## src/rtl/arb_rr_4_pkg.sv

```systemverilog
// arb_rr_4 shared types and constants.
// State encoding, requester count and index width.
package arb_rr_4_pkg;

  localparam int NREQ  = 4;
  localparam int IDX_W = 2;

  typedef enum logic [1:0] {
    IDLE = 2'd0,
    BUSY = 2'd1,
    GAP  = 2'd2
  } state_e;

endpackage

```

## src/rtl/arb_rr_4_dec.sv

```systemverilog
// Cell-level 2-to-4 one-hot decoder.
// Pure gates; the arbiter masks the output with its valid flag.
module Decoder_2_4 (
  input  logic [1:0] a_i,
  output logic [3:0] y_o
);

  assign y_o[0] = ~a_i[1] & ~a_i[0];
  assign y_o[1] = ~a_i[1] &  a_i[0];
  assign y_o[2] =  a_i[1] & ~a_i[0];
  assign y_o[3] =  a_i[1] &  a_i[0];

endmodule

```

## src/rtl/arb_rr_4.sv

```systemverilog
// Four-requester round-robin arbiter with grant hold limit,
// release pulse and a one-cycle break-before-make gap.
module arb_rr_4
  import arb_rr_4_pkg::*;
#(
  parameter int HOLD_MAX = 8
) (
  input  logic       clk,
  input  logic       rst,
  input  logic [3:0] req,
  input  logic       done,
  output logic [3:0] gnt,
  output logic [1:0] gnt_idx,
  output logic       gnt_valid,
  output logic       timeout
);

  localparam int CW = (HOLD_MAX > 1) ? $clog2(HOLD_MAX) : 1;
  localparam logic [CW-1:0] HLIM = CW'(HOLD_MAX - 1);

  state_e               state_q;
  logic [IDX_W-1:0]     ptr_q;
  logic [IDX_W-1:0]     idx_q;
  logic                 vld_q;
  logic                 to_q;
  logic [CW-1:0]        cnt_q;
  logic [IDX_W-1:0]     pick_d;
  logic                 exit_d;
  logic                 tmo_d;
  logic [NREQ-1:0]      dec_y;

  // First asserted request at or after the pointer, wrapping.
  function automatic logic [IDX_W-1:0] rr_pick(
    input logic [NREQ-1:0]  r,
    input logic [IDX_W-1:0] p
  );
    logic [IDX_W-1:0] k;
    logic             hit;
    rr_pick = p;
    hit     = 1'b0;
    for (int i = 0; i < NREQ; i++) begin
      k = p + IDX_W'(i);
      if (!hit && r[k]) begin
        rr_pick = k;
        hit     = 1'b1;
      end
    end
  endfunction

  always_comb begin
    pick_d = rr_pick(req, ptr_q);
    exit_d = done || !req[idx_q] || (cnt_q == HLIM);
    tmo_d  = !done && req[idx_q] && (cnt_q == HLIM);
  end

  always_ff @(posedge clk or posedge rst) begin
    if (rst) begin
      state_q <= IDLE;
      ptr_q   <= '0;
      idx_q   <= '0;
      vld_q   <= 1'b0;
      to_q    <= 1'b0;
      cnt_q   <= '0;
    end else begin
      to_q <= 1'b0;
      unique case (state_q)
        IDLE: begin
          if (|req) begin
            idx_q   <= pick_d;
            cnt_q   <= '0;
            vld_q   <= 1'b1;
            state_q <= BUSY;
          end
        end
        BUSY: begin
          if (cnt_q != HLIM)
            cnt_q <= cnt_q + 1'b1;
          if (exit_d) begin
            ptr_q   <= idx_q + 1'b1;
            vld_q   <= 1'b0;
            to_q    <= tmo_d;
            state_q <= GAP;
          end
        end
        GAP: begin
          state_q <= IDLE;
        end
        default: begin
          vld_q   <= 1'b0;
          state_q <= IDLE;
        end
      endcase
    end
  end

  Decoder_2_4 u_dec (
    .a_i (idx_q),
    .y_o (dec_y)
  );

  assign gnt       = dec_y & {NREQ{vld_q}};
  assign gnt_idx   = idx_q;
  assign gnt_valid = vld_q;
  assign timeout   = to_q;

endmodule

```

## config.mk

```make
export PLATFORM = sky130hd
export DESIGN_NAME = arb_rr_4
export DESIGN_NICKNAME = d
export VERILOG_FILES = /design/src/rtl/arb_rr_4_pkg.sv /design/src/rtl/arb_rr_4_dec.sv /design/src/rtl/arb_rr_4.sv
export SDC_FILE = /design/constraint.sdc
export NUM_CORES = 1
export LEC_CHECK = 0
export ABC_AREA = 1
export CAP_MARGIN = 40
export CELL_PAD_IN_SITES_DETAIL_PLACEMENT = 0
export CELL_PAD_IN_SITES_GLOBAL_PLACEMENT = 1
export CORE_MARGIN = 10
export CORE_UTILIZATION = 35
export CTS_BUF_LIST = sky130_fd_sc_hd__clkbuf_4 sky130_fd_sc_hd__clkbuf_8
export CTS_CLUSTER_SIZE = 24
export DETAILED_ROUTE_END_ITERATION = 7
export PLACE_DENSITY = 0.82
export SYNTH_ARGS = -nofsm -noshare
export SYNTH_HDL_FRONTEND = slang
export SYNTH_SLANG_ARGS = --single-unit
```

## constraint.sdc

```tcl
create_clock -name clk -period 2.45 [get_ports clk]
set_clock_uncertainty 0.15 [all_clocks]
set_input_delay 0.3675 -clock clk [delete_from_list [all_inputs] [get_ports clk]]
set_output_delay 0.3675 -clock clk [all_outputs]
set_load 0.005 [all_outputs]
```

# Yosys cells after proc, flatten, opt, wreduce, memory -nomap -nowiden
# Cells that the tools add are included.
[op_classes]
mux = 27
reduce_logical = 20
n_addsub = 5
magnitude_cmp = 5
bitwise_logic = 8
eq_ne = 7
[op_table]
columns = ["op", "n"]
rows = [
  ["$lt A2 B3 Y1 const B", 5],
  ["$mux W1", 12],
  ["$bmux W1 S2", 5],
  ["$mux W2", 5],
  ["$mux W3", 2],
  ["$ne A2 B2 Y1 const B", 3],
  ["$pmux W3 S2", 1],
  ["$reduce_and A2 Y1", 3],
  ["$reduce_and A3 Y1", 2],
  ["$logic_and A1 B1 Y1", 5],
  ["$logic_not A1 Y1", 5],
  ["$add A2 B1 Y2 const B", 2],
  ["$add A2 B2 Y2 const B", 2],
  ["$and A1 B1 Y1", 4],
  ["$and A4 B4 Y4", 1],
  ["$pmux W2 S2", 1],
  ["$reduce_or A4 Y1", 1],
  ["$add A3 B1 Y3 const B", 1],
  ["$eq A3 B3 Y1 const B", 1],
  ["$ne A3 B3 Y1 const B", 1],
  ["$not A1 Y1", 3],
  ["$pmux W1 S3", 1],
  ["$eq A2 B1 Y1 const B", 1],
  ["$eq A2 B2 Y1 const B", 1],
  ["3 further kinds", 4],
]
[word_totals]
out_inout_bits = 8
in_bits = 7
regBits = 11

# Longest topological paths before layout
# Gate-level depths: netlist (run 1).
[depth]
word_depth = 12
depth_mapped = 13
depth_no_buf = 12

# Hierarchy
# Synthesis (run 1) repeated with hierarchy kept, for this count alone.
[hier_totals]
hier_cells = 123
hier_area_um2 = 813.3
[by_module_without_submodules]
columns = ["mod", "area_each_um2", "instances", "cells_each"]
rows = [
  ["arb_rr_4", 787.0, 1, 116],
  ["Decoder_2_4", 26.3, 1, 7],
]

# Least setup slack after synthesis (run 1)
# OpenSTA, ideal clock, no wires.
[synth_path]
path_type = "reg-to-reg"
startpoint = "register cnt_q[0]"
endpoint = "register cnt_q[1]"
path_slack_ns = 0.988
period_less_slack_ns = 1.462
setup_time_ns = 0.121
n_path_buf = 0
arrival_time_ns = 1.191
stages_incl_launch_ff = 6
path_cell_list = "dfrtp_1 > ha_1 > ha_1 > nor2_1 > nor2_1 > a22o_1"
[synth_via]
elab_chain_cells = 3
[synth_lines]
columns = ["item", "line_no", "rtl"]
rows = [
  ["from (decl)", "arb_rr_4.sv:26", "logic [CW-1:0] cnt_q;"],
  ["from (signal assigned)", "arb_rr_4.sv:77", "cnt_q <= cnt_q + 1'b1;"],
  ["$add A3 B1 Y3 / $ne A3 B3 Y1 (equally long branches)", "arb_rr_4.sv:77, arb_rr_4.sv:76", ""],
  ["$mux W3 / $ne A2 B2 Y1 (equally long branches)", "--", ""],
  ["$pmux W3 S2 / $reduce_and A3 Y1 (equally long branches)", "--", ""],
]
# Several ways; a longest one is shown, not always the timed one. The select of a mux whose other input is x is not followed.
# A chain may end at the register's enable or synchronous reset.

# Worst setup path after layout (run 1)
[layout_path]
startpoint = "register idx_q[0], in the netlist gnt_idx[0]"
endpoint = "output port gnt[0]"
[layout_via]
elab_chain_cells = 3
[layout_lines]
columns = ["item", "line_no", "rtl"]
rows = [
  ["from (decl)", "arb_rr_4.sv:23", "logic [IDX_W-1:0] idx_q;"],
  ["from (signal assigned)", "arb_rr_4.sv:69", "idx_q <= pick_d;"],
  ["$not A1 Y1", "arb_rr_4_dec.sv:8", "assign y_o[0] = ~a_i[1] & ~a_i[0];"],
  ["$and A1 B1 Y1", "arb_rr_4_dec.sv:8", ""],
  ["$and A4 B4 Y4", "arb_rr_4.sv:101", "assign gnt = dec_y & {NREQ{vld_q}};"],
  ["to (decl)", "arb_rr_4.sv:12", "output logic [3:0] gnt,"],
]
# No other way between the ends.

==> impl_metrics.xml, run 1 <==
<?xml version="1.0" encoding="UTF-8"?>
<metrics>
  <group name="grt">
    <metric name="grt-ovfl-total" unit="">0</metric>
    <metric name="gr-usage-all-layers" unit="%">8.58</metric>
    <metric name="first_global_vias" unit="">758</metric>
    <metric name="grt_antenna_before_repair" unit="">0</metric>
    <metric name="maximum_number_of_pins_on_one_net_before_global_route_repair" unit="">12</metric>
    <metric name="wire_length_of_the_first_global_routing_pass" unit="um">3260</metric>
  </group>
  <group name="timing">
    <metric name="setup_violations" unit="">0</metric>
    <metric name="relSlewSlack" unit="%">73.0</metric>
    <metric name="finalCritPeriodShare" unit="%">89.9</metric>
    <metric name="number_of_pins_exceeding_their_max_slew_limit_in_the_final_report" unit="">0</metric>
    <metric name="grt_setup_unrepaired" unit="">false</metric>
    <metric name="fmax" unit="MHz">454</metric>
    <metric name="post-route-min-period" unit="ns">2.20</metric>
    <metric name="worst_pin_slew" unit="ns">0.405</metric>
    <metric name="timing.setup.tns" unit="ns">0</metric>
    <metric name="final-hold-violation-count" unit="">0</metric>
  </group>
  <group name="clock_network">
    <metric name="clock_tree.buffer_depth" unit="">2</metric>
    <metric name="cts_hold_buf" unit="">0</metric>
    <metric name="cts_num_sinks" unit="">11</metric>
    <metric name="cts-buffers-inserted" unit="">3</metric>
    <metric name="cts-resized-gates" unit="">0</metric>
    <metric name="tritoncts_clock_tree" unit="">done</metric>
    <metric name="clkLatencyLatePin" unit="ns">0.27</metric>
    <metric name="htreeDepth" unit="">1</metric>
    <metric name="worst_setup_hold_path_clk_slew" unit="ns">0.07</metric>
    <metric name="post_cts.repair.setup_buffers" unit="">0</metric>
    <metric name="clock_tree.root_cell" unit="">sky130_fd_sc_hd__clkbuf_4</metric>
  </group>
  <group name="synth">
    <metric name="synth_nets" unit="">135</metric>
    <metric name="ys_ff_latch" unit="">11</metric>
    <metric name="synth_area_leaders" unit="">sky130_fd_sc_hd__dfrtp_1 33%, sky130_fd_sc_hd__nand2_1 20%, sky130_fd_sc_hd__ha_1 8.9%, sky130_fd_sc_hd__nand3_1 7.2%, sky130_fd_sc_hd__inv_1 6.7%</metric>
    <metric name="synthCells" unit="">122</metric>
    <metric name="share_of_the_synthesized_area_in_the_top_cell_type" unit="%">32.8</metric>
    <metric name="synth_seq_area_share" unit="%">32.8</metric>
    <metric name="synth.avg_cell_area" unit="um2">6.88</metric>
    <metric name="synth_warnings" unit="">0</metric>
    <metric name="synth_cell_type_count" unit="">19</metric>
    <metric name="synth_area_leader_cell" unit="">sky130_fd_sc_hd__dfrtp_1</metric>
    <metric name="synth.cell_area" unit="um2">840</metric>
  </group>
  <group name="critical_path">
    <metric name="crit_cells" unit="">5</metric>
    <metric name="worstPathCellList" unit="">inv_1, ha_1, nand2_1, inv_1, clkdlybuf4s50_1</metric>
    <metric name="worst_setup_path_end_kind" unit="">output port</metric>
    <metric name="crit_path_start_kind" unit="">flop</metric>
    <metric name="worst_path_class_setup" unit="">reg -&gt; out</metric>
    <metric name="crit_path_top_delay_cell" unit="">sky130_fd_sc_hd__dfrtp_1</metric>
    <metric name="path_delay_family" unit="">buffers and inverters</metric>
    <metric name="worst_path_largest_cell_delay" unit="ns">0.53</metric>
    <metric name="critical_path.most_common_cell" unit="">sky130_fd_sc_hd__inv_1</metric>
    <metric name="worstPathBufferInverterCount" unit="">3</metric>
    <metric name="critical_path.max_fanout" unit="">9</metric>
    <metric name="critical_path_arrival" unit="ns">1.69</metric>
    <metric name="r2r_cells" unit="">11</metric>
    <metric name="timing.critical_path.required" unit="ns">1.93</metric>
  </group>
  <group name="pwr">
    <metric name="p_sw_share" unit="%">49.6</metric>
    <metric name="p_switching" unit="uW">665</metric>
    <metric name="clock_power_share" unit="%">10.1</metric>
    <metric name="power.density_cell_area" unit="nW/um2">1300</metric>
    <metric name="comb_power_share" unit="%">62.1</metric>
    <metric name="power.sequential.fraction" unit="%">27.8</metric>
    <metric name="internal-power" unit="uW">676</metric>
    <metric name="static-leakage-power" unit="nW">0.582</metric>
    <metric name="vdd_ir_drop_max" unit="mV">0.597</metric>
  </group>
  <group name="die">
    <metric name="initial_utilization" unit="%">37.2</metric>
    <metric name="fp.dieH" unit="um">69.0</metric>
    <metric name="placementRows" unit="">17</metric>
    <metric name="die_area" unit="um2">4760</metric>
    <metric name="floorplan.core_area" unit="um2">2250</metric>
    <metric name="num_io_pins" unit="">15</metric>
    <metric name="die_width" unit="um">69.0</metric>
  </group>
  <group name="routing">
    <metric name="drt_pre_antenna_iters" unit="">4</metric>
    <metric name="vias" unit="">787</metric>
    <metric name="drt_iter0_drc" unit="">59</metric>
    <metric name="route.detailed.vias_per_inst" unit="">4.71</metric>
    <metric name="postRouteAntennaNets" unit="">0</metric>
    <metric name="routed_wirelength" unit="um">1890</metric>
    <metric name="wire_length_per_cell_after_detailed_routing" unit="um">11.3</metric>
    <metric name="remaining_drc_errors" unit="">0</metric>
  </group>
  <group name="finish">
    <metric name="stdcell_count" unit="">167</metric>
    <metric name="syn2layout_area_growth" unit="%">23.1</metric>
    <metric name="num-nets-final" unit="">153</metric>
    <metric name="post_route_cells_drive_above_1_share" unit="%">12.2</metric>
    <metric name="finalCoreUtilization" unit="%">45.8</metric>
    <metric name="antenna_cell_count" unit="">0</metric>
  </group>
  <group name="place">
    <metric name="gp_routability_congestion" unit="">0.797</metric>
    <metric name="post-dp-hpwl" unit="um">1480</metric>
    <metric name="io_buffers" unit="">14</metric>
    <metric name="post-place-cells" unit="">163</metric>
  </group>
  <group name="run">
    <metric name="max_cap_violations" unit="">0</metric>
  </group>
  <group name="min_path">
    <metric name="min-delay-path-class" unit="">in -&gt; async</metric>
  </group>
  <group name="status">
    <metric name="run_status" unit="">finished clean</metric>
  </group>
</metrics>
[cell usage after synthesis]
cell / instances
sky130_fd_sc_hd__nand3_1: 12
sky130_fd_sc_hd__a22o_1: 1
sky130_fd_sc_hd__nand2_4: 2
sky130_fd_sc_hd__o21ai_1: 2
sky130_fd_sc_hd__inv_4: 1
sky130_fd_sc_hd__buf_6: 1
sky130_fd_sc_hd__o21ai_0: 4
sky130_fd_sc_hd__nand2_2: 6
sky130_fd_sc_hd__nand2_1: 44
sky130_fd_sc_hd__dfrtp_1: 11
sky130_fd_sc_hd__inv_1: 15
sky130_fd_sc_hd__o31ai_1: 1
sky130_fd_sc_hd__nor2_8: 1
sky130_fd_sc_hd__nand3b_1: 1
sky130_fd_sc_hd__ha_1: 6
sky130_fd_sc_hd__a31oi_1: 1
sky130_fd_sc_hd__a21oi_1: 1
sky130_fd_sc_hd__inv_2: 3
sky130_fd_sc_hd__nor2_1: 9
[layer usage]
| metal | global-route usage [%] | part of all wire [%] | vias to the layer above |
|---|---|---|---|
| li1 | - | - | 414 |
| met1 | 10.7 | 48 | 358 |
| met2 | 13.8 | 45 | 11 |
| met3 | 1.93 | 5.2 | 4 |
| met4 | 3.69 | 1.0 | 0 |
| met5 | 0 | 0 | - |
[final cells by class]
class | instances | area, um2
Multi-Input combinational cell | 91 | 479
Clock buffer | 4 | 30.0
Timing Repair Buffer | 14 | 140
Fill cell | 250 | 1220
Sequential cell | 11 | 275
Inverter | 19 | 73.8
Tap cell | 28 | 35.0
[cells in the final DEF, fill, tap and decap left out]
cell type	instances
sky130_fd_sc_hd__dfrtp_1	11
sky130_fd_sc_hd__inv_2	3
sky130_fd_sc_hd__inv_4	1
sky130_fd_sc_hd__a22o_1	1
sky130_fd_sc_hd__nand3b_1	1
sky130_fd_sc_hd__inv_1	15
sky130_fd_sc_hd__clkdlybuf4s50_1	14
sky130_fd_sc_hd__clkbuf_4	4
sky130_fd_sc_hd__nand2_2	6
sky130_fd_sc_hd__o21ai_0	4
sky130_fd_sc_hd__a31oi_1	1
sky130_fd_sc_hd__nand3_1	12
sky130_fd_sc_hd__ha_1	6
sky130_fd_sc_hd__nand2_1	44
sky130_fd_sc_hd__o31ai_1	1
sky130_fd_sc_hd__nor2_8	1
sky130_fd_sc_hd__nand2_4	2
sky130_fd_sc_hd__a21oi_1	1
sky130_fd_sc_hd__o21ai_1	2
sky130_fd_sc_hd__nor2_1	9
[final timing paths]
check / slack [ns] / from / end
worst max-delay path: 0.25 / gnt_idx[0] / gnt[0]
worst min-delay path: 0.23 / rst / ptr_q[1]
worst max register to register: 0.77 / ptr_q[0] / gnt_idx[0]
worst min register to register: 0.34 / cnt_q[0] / cnt_q[0]
max in group asynchronous: 1.64 / rst / cnt_q[0]
min in group clk: 0.34 / cnt_q[0] / cnt_q[0]
[through the flow]
step                      worst slack (ns)  hold WS (ns)  total power [mW]  cell area [um2]
after global placement               0.448         0.332              1.21             1000
final                                0.247         0.227              1.34             1030
after floorplan                      0.988        0.0699             0.979              840
after detailed placement             0.427         0.334              1.22             1000
after global routing                 0.155         0.274              1.49             1030
after CTS                            0.238         0.248              1.35             1030
[state kept, by name, summed over array words and instances, names as in the netlist]
| register | flops |
|---|---|
| cnt_q | 3 |
| gnt_idx | 2 |
| ptr_q | 2 |
| state_q | 2 |
| gnt_valid | 1 |
| timeout | 1 |
[power by group through the flow]
| stage | combinational, mW | sequential [mW] | clock, mW |
|---|---|---|---|
| 2_1_floorplan | 0.648 | 0.330 | 0 |
| 3_3_place_gp | 0.831 | 0.376 | 0 |
| 3_5_place_dp | 0.839 | 0.377 | 0 |
| 4_1_cts | 0.846 | 0.375 | 0.133 |
| 5_1_grt | 0.955 | 0.390 | 0.143 |
| 6_report | 0.833 | 0.373 | 0.135 |
[cell families after synthesis]
kind of cell / after synthesis / synth area share, %
and+or+nand+nor: 75 / 41.3
AOI/OAI and AO/OA: 10 / 6.86
buffers and inverters: 20 / 10.1
DFF: 11 / 32.8
adders and majority gates: 6 / 8.94
(Power assumes the default switching activity.)
==> inputs of run 2 (changes only) <==
Settings changed: CORE_MARGIN 10 to 5, PLACE_DENSITY 0.82 to unset, PLACE_DENSITY_LB_ADDON set to 0.2.
==> run 2 against run 1 <==
Net effect:
- clock power hardly changed
- wire length decreased by 4.0%
- sequential cell count unchanged
- fmax is 0.70% higher
- combinational power shrank 1%
- first-iteration DRC count shrank 78%
- largest power group unchanged
- critical endpoint unchanged
- cell count did not move
- core utilization stayed put
- register-to-register slack is essentially flat
- global-route usage rose by 3.6 points
==> impl_metrics.xml, run 2 (synthesized netlist as in run 1, its figures left out) <==
<?xml version="1.0" encoding="UTF-8"?>
<metrics>
  <group name="timing">
    <metric name="setup_slack" unit="ns">0.262</metric>
    <metric name="worst_pin_slew" unit="ns">0.405</metric>
    <metric name="setup_violations" unit="">0</metric>
    <metric name="relSlewSlack" unit="%">73.0</metric>
    <metric name="final-hold-violation-count" unit="">0</metric>
    <metric name="grt_setup_unrepaired" unit="">false</metric>
    <metric name="post-route-min-period" unit="ns">2.19</metric>
    <metric name="fin_hold_ws" unit="ns">0.230</metric>
    <metric name="timing.setup.tns" unit="ns">0</metric>
    <metric name="finalCritPeriodShare" unit="%">89.3</metric>
    <metric name="number_of_pins_exceeding_their_max_slew_limit_in_the_final_report" unit="">0</metric>
    <metric name="fmax" unit="MHz">457</metric>
  </group>
  <group name="grt">
    <metric name="first_global_vias" unit="">761</metric>
    <metric name="maximum_number_of_pins_on_one_net_before_global_route_repair" unit="">12</metric>
    <metric name="busiest_layer" unit="">met2</metric>
    <metric name="grtUsageMet3" unit="%">3.49</metric>
    <metric name="grt-ovfl-total" unit="">0</metric>
    <metric name="gr-usage-all-layers" unit="%">12.1</metric>
    <metric name="met2_grt_util" unit="%">19.7</metric>
    <metric name="grt_antenna_before_repair" unit="">0</metric>
    <metric name="grtUsageMet1" unit="%">16.3</metric>
    <metric name="wire_length_of_the_first_global_routing_pass" unit="um">3350</metric>
  </group>
  <group name="die">
    <metric name="floorplan.core_area" unit="um2">2250</metric>
    <metric name="initial_utilization" unit="%">37.2</metric>
    <metric name="placementRows" unit="">17</metric>
    <metric name="die_area" unit="um2">3480</metric>
    <metric name="fp.dieH" unit="um">59.0</metric>
    <metric name="die_width" unit="um">59.0</metric>
    <metric name="num_io_pins" unit="">15</metric>
  </group>
  <group name="critical_path">
    <metric name="worstPathBufferInverterCount" unit="">3</metric>
    <metric name="ff2ff_setup_slack" unit="ns">0.76</metric>
    <metric name="worst_path_class_setup" unit="">reg -&gt; out</metric>
    <metric name="critical_path_arrival" unit="ns">1.67</metric>
    <metric name="crit_path_start_kind" unit="">flop</metric>
    <metric name="worst_setup_path_end_kind" unit="">output port</metric>
    <metric name="path_delay_family" unit="">buffers and inverters</metric>
    <metric name="worst_path_largest_cell_delay" unit="ns">0.52</metric>
    <metric name="crit_path_top_delay_cell" unit="">sky130_fd_sc_hd__dfrtp_1</metric>
    <metric name="critical_path.most_common_cell" unit="">sky130_fd_sc_hd__inv_1</metric>
    <metric name="timing.critical_path.required" unit="ns">1.93</metric>
    <metric name="critical_path.max_fanout" unit="">9</metric>
    <metric name="worstPathCellList" unit="">inv_1, ha_1, nand2_1, inv_1, clkdlybuf4s50_1</metric>
  </group>
  <group name="finish">
    <metric name="post_route_cells_drive_above_1_share" unit="%">12.2</metric>
    <metric name="flip_flop_count_of_the_largest_register_after_layout" unit="">3</metric>
    <metric name="filler_cell_count" unit="">244</metric>
    <metric name="antenna_cell_count" unit="">0</metric>
    <metric name="layout.area.seq" unit="um2">275</metric>
    <metric name="most_frequent_standard_cell_in_the_layout_excluding_fill_and_tap_cells" unit="">sky130_fd_sc_hd__nand2_1</metric>
    <metric name="largest-register" unit="">cnt_q</metric>
    <metric name="finalCoreUtilization" unit="%">45.8</metric>
    <metric name="syn2layout_area_growth" unit="%">23.1</metric>
    <metric name="layout.cells.most_common_list" unit="">44 x sky130_fd_sc_hd__nand2_1, 15 x sky130_fd_sc_hd__inv_1, 14 x sky130_fd_sc_hd__clkdlybuf4s50_1</metric>
    <metric name="num-nets-final" unit="">153</metric>
    <metric name="multi_input_area" unit="um2">479</metric>
  </group>
  <group name="pwr">
    <metric name="vdd_ir_drop_max" unit="mV">0.653</metric>
    <metric name="static-leakage-power" unit="nW">0.582</metric>
    <metric name="power" unit="mW">1.33</metric>
    <metric name="power.density_cell_area" unit="nW/um2">1290</metric>
  </group>
  <group name="run">
    <metric name="max_cap_violations" unit="">0</metric>
  </group>
  <group name="routing">
    <metric name="vias" unit="">777</metric>
    <metric name="route.detailed.vias_per_inst" unit="">4.65</metric>
    <metric name="postRouteAntennaNets" unit="">0</metric>
    <metric name="remaining_drc_errors" unit="">0</metric>
    <metric name="drt_pre_antenna_iters" unit="">4</metric>
    <metric name="drt_iter0_drc" unit="">13</metric>
    <metric name="wire_length_per_cell_after_detailed_routing" unit="um">10.9</metric>
    <metric name="routed_wirelength" unit="um">1820</metric>
  </group>
  <group name="clock_network">
    <metric name="cts_num_sinks" unit="">11</metric>
    <metric name="cts-resized-gates" unit="">0</metric>
    <metric name="cts_hold_buf" unit="">0</metric>
    <metric name="htreeDepth" unit="">1</metric>
    <metric name="clkLatencyLatePin" unit="ns">0.27</metric>
    <metric name="worst_setup_hold_path_clk_slew" unit="ns">0.07</metric>
    <metric name="cts-buffers-inserted" unit="">3</metric>
    <metric name="clock_tree.root_cell" unit="">sky130_fd_sc_hd__clkbuf_4</metric>
    <metric name="clock_tree.buffer_depth" unit="">2</metric>
    <metric name="tritoncts_clock_tree" unit="">done</metric>
    <metric name="post_cts.repair.setup_buffers" unit="">0</metric>
  </group>
  <group name="place">
    <metric name="io_buffers" unit="">14</metric>
    <metric name="gp_routability_congestion" unit="">0.824</metric>
    <metric name="detailedPlace.worstSlack" unit="ns">0.451</metric>
    <metric name="post-dp-hpwl" unit="um">1460</metric>
  </group>
  <group name="min_path">
    <metric name="min-delay-path-class" unit="">in -&gt; async</metric>
  </group>
  <group name="status">
    <metric name="run_status" unit="">finished clean</metric>
  </group>
</metrics>
[run 2: cell counts in the layout (fill, tap and decap cells not counted)]
Identical to the previous run, type by type.
[run 2: stage by stage]
step / std cells / cell area [um2]
final: 167 / 1030
after global routing: 167 / 1030
after CTS: 167 / 1030
after detailed placement: 163 / 1000
after global placement: 163 / 1000
after floorplan: 122 / 840
[run 2: per-layer routing]
layer  vias to the layer above  routed length (um)
met3                         0                  62
met1                       347                 926
li1                        415                   -
met4                         0                   0
met2                        15                 829
met5                         -                   0
[run 2: where the power goes]
| part | internal (mW) | leakage [nW] | switching (mW) |
|---|---|---|---|
| sequential | 0.259 | 0.139 | 0.118 |
| combinational | 0.341 | 0.425 | 0.484 |
| clock | 0.0741 | 0.0184 | 0.0585 |
| total | 0.674 | 0.582 | 0.660 |
[run 2: layout make-up]
cell class | count | area share [%]
multi-input cells | 91 | 46.4
well taps | 28 | 3.39
inverters | 19 | 7.14
clock buffers | 4 | 2.91
repair buffers | 14 | 13.6
flip-flops and latches | 11 | 26.6
[run 2: path summary, 6_finish.rpt]
check / from / end / cells past startpoint
worst max-delay path: gnt_idx[0] / gnt[0] / 5
worst min-delay path: rst / ptr_q[1] / 2
worst max register to register: ptr_q[0] / gnt_idx[0] / 11
worst min register to register: state_q[0] / gnt_valid / 1
max in group asynchronous: rst / ptr_q[0] / 2
min in group clk: state_q[0] / gnt_valid / 1
